## config.mk

```make
export PLATFORM = sky130hd
export DESIGN_NAME = prog_clock_divider
export DESIGN_NICKNAME = d
export VERILOG_FILES = /design/src/rtl/prog_clock_divider.sv
export SDC_FILE = /design/constraint.sdc
export NUM_CORES = 1
export LEC_CHECK = 0
export BUFFER_PORTS_ARGS = -buffer_cell sky130_fd_sc_hd__buf_2
export CAP_MARGIN = 20
export CORE_MARGIN = 1.5
export CORE_UTILIZATION = 40
export DETAILED_ROUTE_END_ITERATION = 10
export PLACE_DENSITY = 0.53
export SLEW_MARGIN = 20
export SYNTH_ARGS = -nofsm -noshare
export SYNTH_HDL_FRONTEND = slang
export SYNTH_SLANG_ARGS = --single-unit
```

## constraint.sdc

```tcl
create_clock -name clk -period 5.4 [get_ports clk]
set_input_delay 0.27 -clock clk [delete_from_list [all_inputs] [get_ports clk]]
set_output_delay 0.27 -clock clk [all_outputs]
set_load 0.01 [all_outputs]
```

## src/rtl/prog_clock_divider.sv

```systemverilog
// Runtime-programmable clock divider: divided clock plus a one-cycle tick per period.
// New period/high-time values take effect only at a period boundary.
// Optional build macro PROG_CLKDIV_PERIOD_COUNT_EN adds the period_count output.
module prog_clock_divider #(
    parameter int CNT_W        = 16,
    parameter int DEFAULT_DIV  = 20,
    parameter int DEFAULT_HIGH = 10
) (
    input  logic             clk,
    input  logic             reset_n,
    input  logic             enable,
    input  logic             load,
    input  logic [CNT_W-1:0] div_value,
    input  logic [CNT_W-1:0] high_value,
    output logic             divided_clk,
    output logic             tick,
`ifdef PROG_CLKDIV_PERIOD_COUNT_EN
    output logic             pending,
    output logic [15:0]      period_count
`else
    output logic             pending
`endif
);

    logic [CNT_W-1:0] cnt;
    logic             running;
    logic [CNT_W-1:0] n_act;
    logic [CNT_W-1:0] h_act;
    logic [CNT_W-1:0] shadow_n;
    logic [CNT_W-1:0] shadow_h;

    logic             boundary;
    logic [CNT_W-1:0] n_next;
    logic [CNT_W-1:0] h_next;
    logic [CNT_W-1:0] next_cnt;

    function automatic logic [CNT_W-1:0] clamp_n(input logic [CNT_W-1:0] v);
        return (v < CNT_W'(2)) ? CNT_W'(2) : v;
    endfunction

    function automatic logic [CNT_W-1:0] clamp_h(input logic [CNT_W-1:0] h,
                                                 input logic [CNT_W-1:0] n);
        return (h > n) ? n : h;
    endfunction

    always_comb begin
        boundary = enable & (~running | (cnt == n_act - CNT_W'(1)));
        n_next   = n_act;
        h_next   = h_act;
        // A load on the boundary edge itself bypasses the shadow.
        if (boundary && load) begin
            n_next = clamp_n(div_value);
            h_next = clamp_h(high_value, clamp_n(div_value));
        end else if (boundary && pending) begin
            n_next = clamp_n(shadow_n);
            h_next = clamp_h(shadow_h, clamp_n(shadow_n));
        end
        if (!enable || boundary)
            next_cnt = '0;
        else
            next_cnt = cnt + CNT_W'(1);
    end

    always_ff @(posedge clk or negedge reset_n) begin
        if (!reset_n) begin
            cnt         <= '0;
            running     <= 1'b0;
            n_act       <= CNT_W'(DEFAULT_DIV);
            h_act       <= CNT_W'(DEFAULT_HIGH);
            shadow_n    <= '0;
            shadow_h    <= '0;
            pending     <= 1'b0;
            divided_clk <= 1'b0;
            tick        <= 1'b0;
        end else begin
            cnt         <= next_cnt;
            running     <= enable;
            n_act       <= n_next;
            h_act       <= h_next;
            divided_clk <= enable & (next_cnt < h_next);
            tick        <= boundary;
            if (load) begin
                shadow_n <= div_value;
                shadow_h <= high_value;
            end
            if (boundary)
                pending <= 1'b0;
            else if (load)
                pending <= 1'b1;
        end
    end

`ifdef PROG_CLKDIV_PERIOD_COUNT_EN
    logic [15:0] pc_q;

    always_ff @(posedge clk or negedge reset_n) begin
        if (!reset_n)
            pc_q <= '0;
        else if (boundary)
            pc_q <= pc_q + 16'd1;
    end

    assign period_count = pc_q;
`endif

endmodule

```

==> metrics <==
Yosys top cell area share 0.343; fmax 205 MHz; WHS 0.165 ns; Crit Path Max Fanout 23; sequential fraction of the synthesis area 0.362; Required @ worst endpoint 5.62 ns; post-synth top area cell dfrtp_1; HPWL Detailed 12.6 mm; Area Overhead vs Synth 12.0%; RSZ-0062 raised after global routing false; startpoint types register; via count 4983; final slew viol count 0; Worst R2R Start n_act[0]$_DFFE_PN0P_; post-route cell area 0.00653 sq mm; Multi-input gate area 0.00342 sq mm; register bit count reported by yosys 84; r2r worst-path depth 19; CTS tree done; critical path, cell by cell inv_1 > ha_1 > or4b_4 > nor4_2 > mux2i_1 > a21oi_1 > or3_1 > o21a_2 > nor3_4 > buf_4 > buf_12 > o221ai_1 > ha_1 > a21o_1 > a21oi_1 > nor2b_1 > a2111oi_0 > o21ai_0 > a2111oi_1; CTS Buf Count 9; total power 1.94 mW; CP Data Arrival Time 5.10 ns; Cells after Synth 621; Post-Place Cells 817; synth top area cells dfrtp_1 34%, ha_1 11%, mux2i_1 3.8%, mux2_2 3.7%, o21ai_0 3.2%; initial antenna violation count 0; fin crit share 0.903; number of cell rows 43; Vias/cell 5.96; ratio of cells with drive above 1 in the final layout 0.157; Final setup viols 0; cell area after placement 0.00619 sq mm; grt ovf 0; final-layout fill cell count 1382; CTS H-tree depth 3; predominant post-synthesis flop cell dfrtp_1; Pwr Density 297 mW/mm^2; Clk pin slew, worst setup/hold paths 0.06 ns; max-cap violation count 0; Core Region 0.0140 sq mm; Crit Path Category reg -> reg; CP max-delay cell or4b_4; Die H 124 microns; reg-to-reg endpoint divided_clk$_DFF_PN0_; Async S/R FF share, synth 1.00; routed len/inst 19.9 microns; largest net degree at the start of global routing 58; Final Core Density 0.465; Max stage delay on crit path 0.49 ns; Skew-Pair Late Insertion Delay 0.35 ns; 1st-pass router iterations 5; hold path startpoint div_value[0]; Setup WS pre-CTS 0.425 ns; IO Port Bufs 38; final cell count without fillers 836; peak supply drop 121 uV; Setup TNS Final 0 ns; die area 0.0153 sq mm; drt drc 0; Final Skew 0.00760 ns; Tmin final 4.88 ns; mapped cell area 0.00583 sq mm; Syn Nets 706; Leak 2.90 nW; register area 0.00211 sq mm; worst hold-check path type in -> reg; GP Congestion 0.925; Synth Area per Inst 9.39 sq um; # IOs 39; Hold Crit Endpoint shadow_n[0]$_DFFE_PN0P_; status complete, no violations; Num Clock Sinks 84; Clock Path Buffers 2; YS warnings 0; Final Hold Viols 0; clk root buf clkbuf_16; first-pass GRT wire length 26.6 mm; final WL 16.6 mm; Worst Setup Slack, final 0.522 ns; First DRT Iteration DRCs 307; Diodes inserted 0; Tot GR Track Use 0.232; Die X 124 microns; Total Nets Final 736; distinct cell type count after synthesis 63; slack of the worst reg-to-reg path 0.52 ns; number of synthesized flops with an enable pin 0; vias in the first global route 4861; Worst-Margin Slew 0.761 ns; Max-slew headroom 0.493; Starting Density 0.415; critical path capture point type register; post-route ant nets 0; hold depth 2
==> critical path, delay by kind of cell (launching register included) <==
kind / cells / cell delay, ns
compound gates: 8 / 1.66
simple gates: 5 / 1.46
fa+ha+maj: 2 / 0.50
buf+inv: 3 / 0.46
flops: 1 / 0.44
mux: 1 / 0.21
==> synthesized netlist by cell type (21+ instances only) <==
cell type / instances
dfrtp_1: 80
ha_1: 49
nand2_1: 46
inv_1: 44
o21ai_0: 37
nor2_1: 35
nand4_1: 27
mux2i_1: 22
nand3_1: 21
==> registers in the layout, summed over array words and instances, names as in the netlist <==
| signal | count |
|---|---|
| cnt | 16 |
| h_act | 16 |
| n_act | 16 |
| shadow_h | 16 |
| shadow_n | 16 |
| divided_clk | 1 |
| pending | 1 |
| running | 1 |
| tick | 1 |
==> kinds of logic after synthesis <==
logic type | synth area share
xor gates and xnor gates | 0.0451
DFF | 0.362
AOI/OAI and AO/OA | 0.189
and+or+nand+nor | 0.167
adders and majority gates | 0.105
muxes | 0.0784
buffers and inverters | 0.0543
==> area by class of cell <==
class                      instances  share of cell area
inverter                          44              0.0253
clock inverter                     1             0.00460
timing repair buffer              52              0.0479
multi-input combinational        460               0.524
clock buffer                      15              0.0410
tap                              180              0.0345
sequential                        84               0.323
==> worst max path at each step <==
stage	startpoint	end
2_1_floorplan	n_act[0]$_DFFE_PN0P_	divided_clk$_DFF_PN0_
6_report	n_act[0]$_DFFE_PN0P_	divided_clk$_DFF_PN0_
5_1_grt	n_act[0]$_DFFE_PN0P_	divided_clk$_DFF_PN0_
3_3_place_gp	n_act[0]$_DFFE_PN0P_	divided_clk$_DFF_PN0_
3_5_place_dp	n_act[0]$_DFFE_PN0P_	divided_clk$_DFF_PN0_
4_1_cts	n_act[0]$_DFFE_PN0P_	divided_clk$_DFF_PN0_
==> cell usage in the layout, fill, tap and decap left out, drive strengths merged, types with 15 or more instances in the layout <==
cell    Yosys  final
xnor2      19     19
dfrtp      80     80
o21ai      39     39
nor2       35     35
nand3      21     21
buf        14     51
mux2i      22     22
ha         49     49
nand4      27     27
a21oi      19     19
mux2       21     21
inv        44     44
nand2      46     46
clkbuf     19     15
==> timing repair <==
item / CTS / global route
hold buffers: 1 / 0
buffers inserted: 0 / 2
gates resized for setup: 0 / 3
hold endpoints to repair: 27 / 0
setup endpoints to repair: 0 / 1
==> per-layer routing <==
metal | share of wire | GRT usage | vias up | routed length (microns)
li1 | - | - | 2380 | -
met1 | 0.48 | 0.331 | 2455 | 8040
met2 | 0.45 | 0.359 | 127 | 7520
met3 | 0.040 | 0.0252 | 21 | 671
met4 | 0.023 | 0.0927 | 0 | 382
met5 | 0 | 0 | - | 0
==> power by group <==
group	switching, mW	leakage [nW]	internal, mW
sequential	0.0834	1.01	0.710
clock	0.250	0.144	0.385
combinational	0.283	1.75	0.225
No activity file was read; power rests on OpenSTA's default activity.
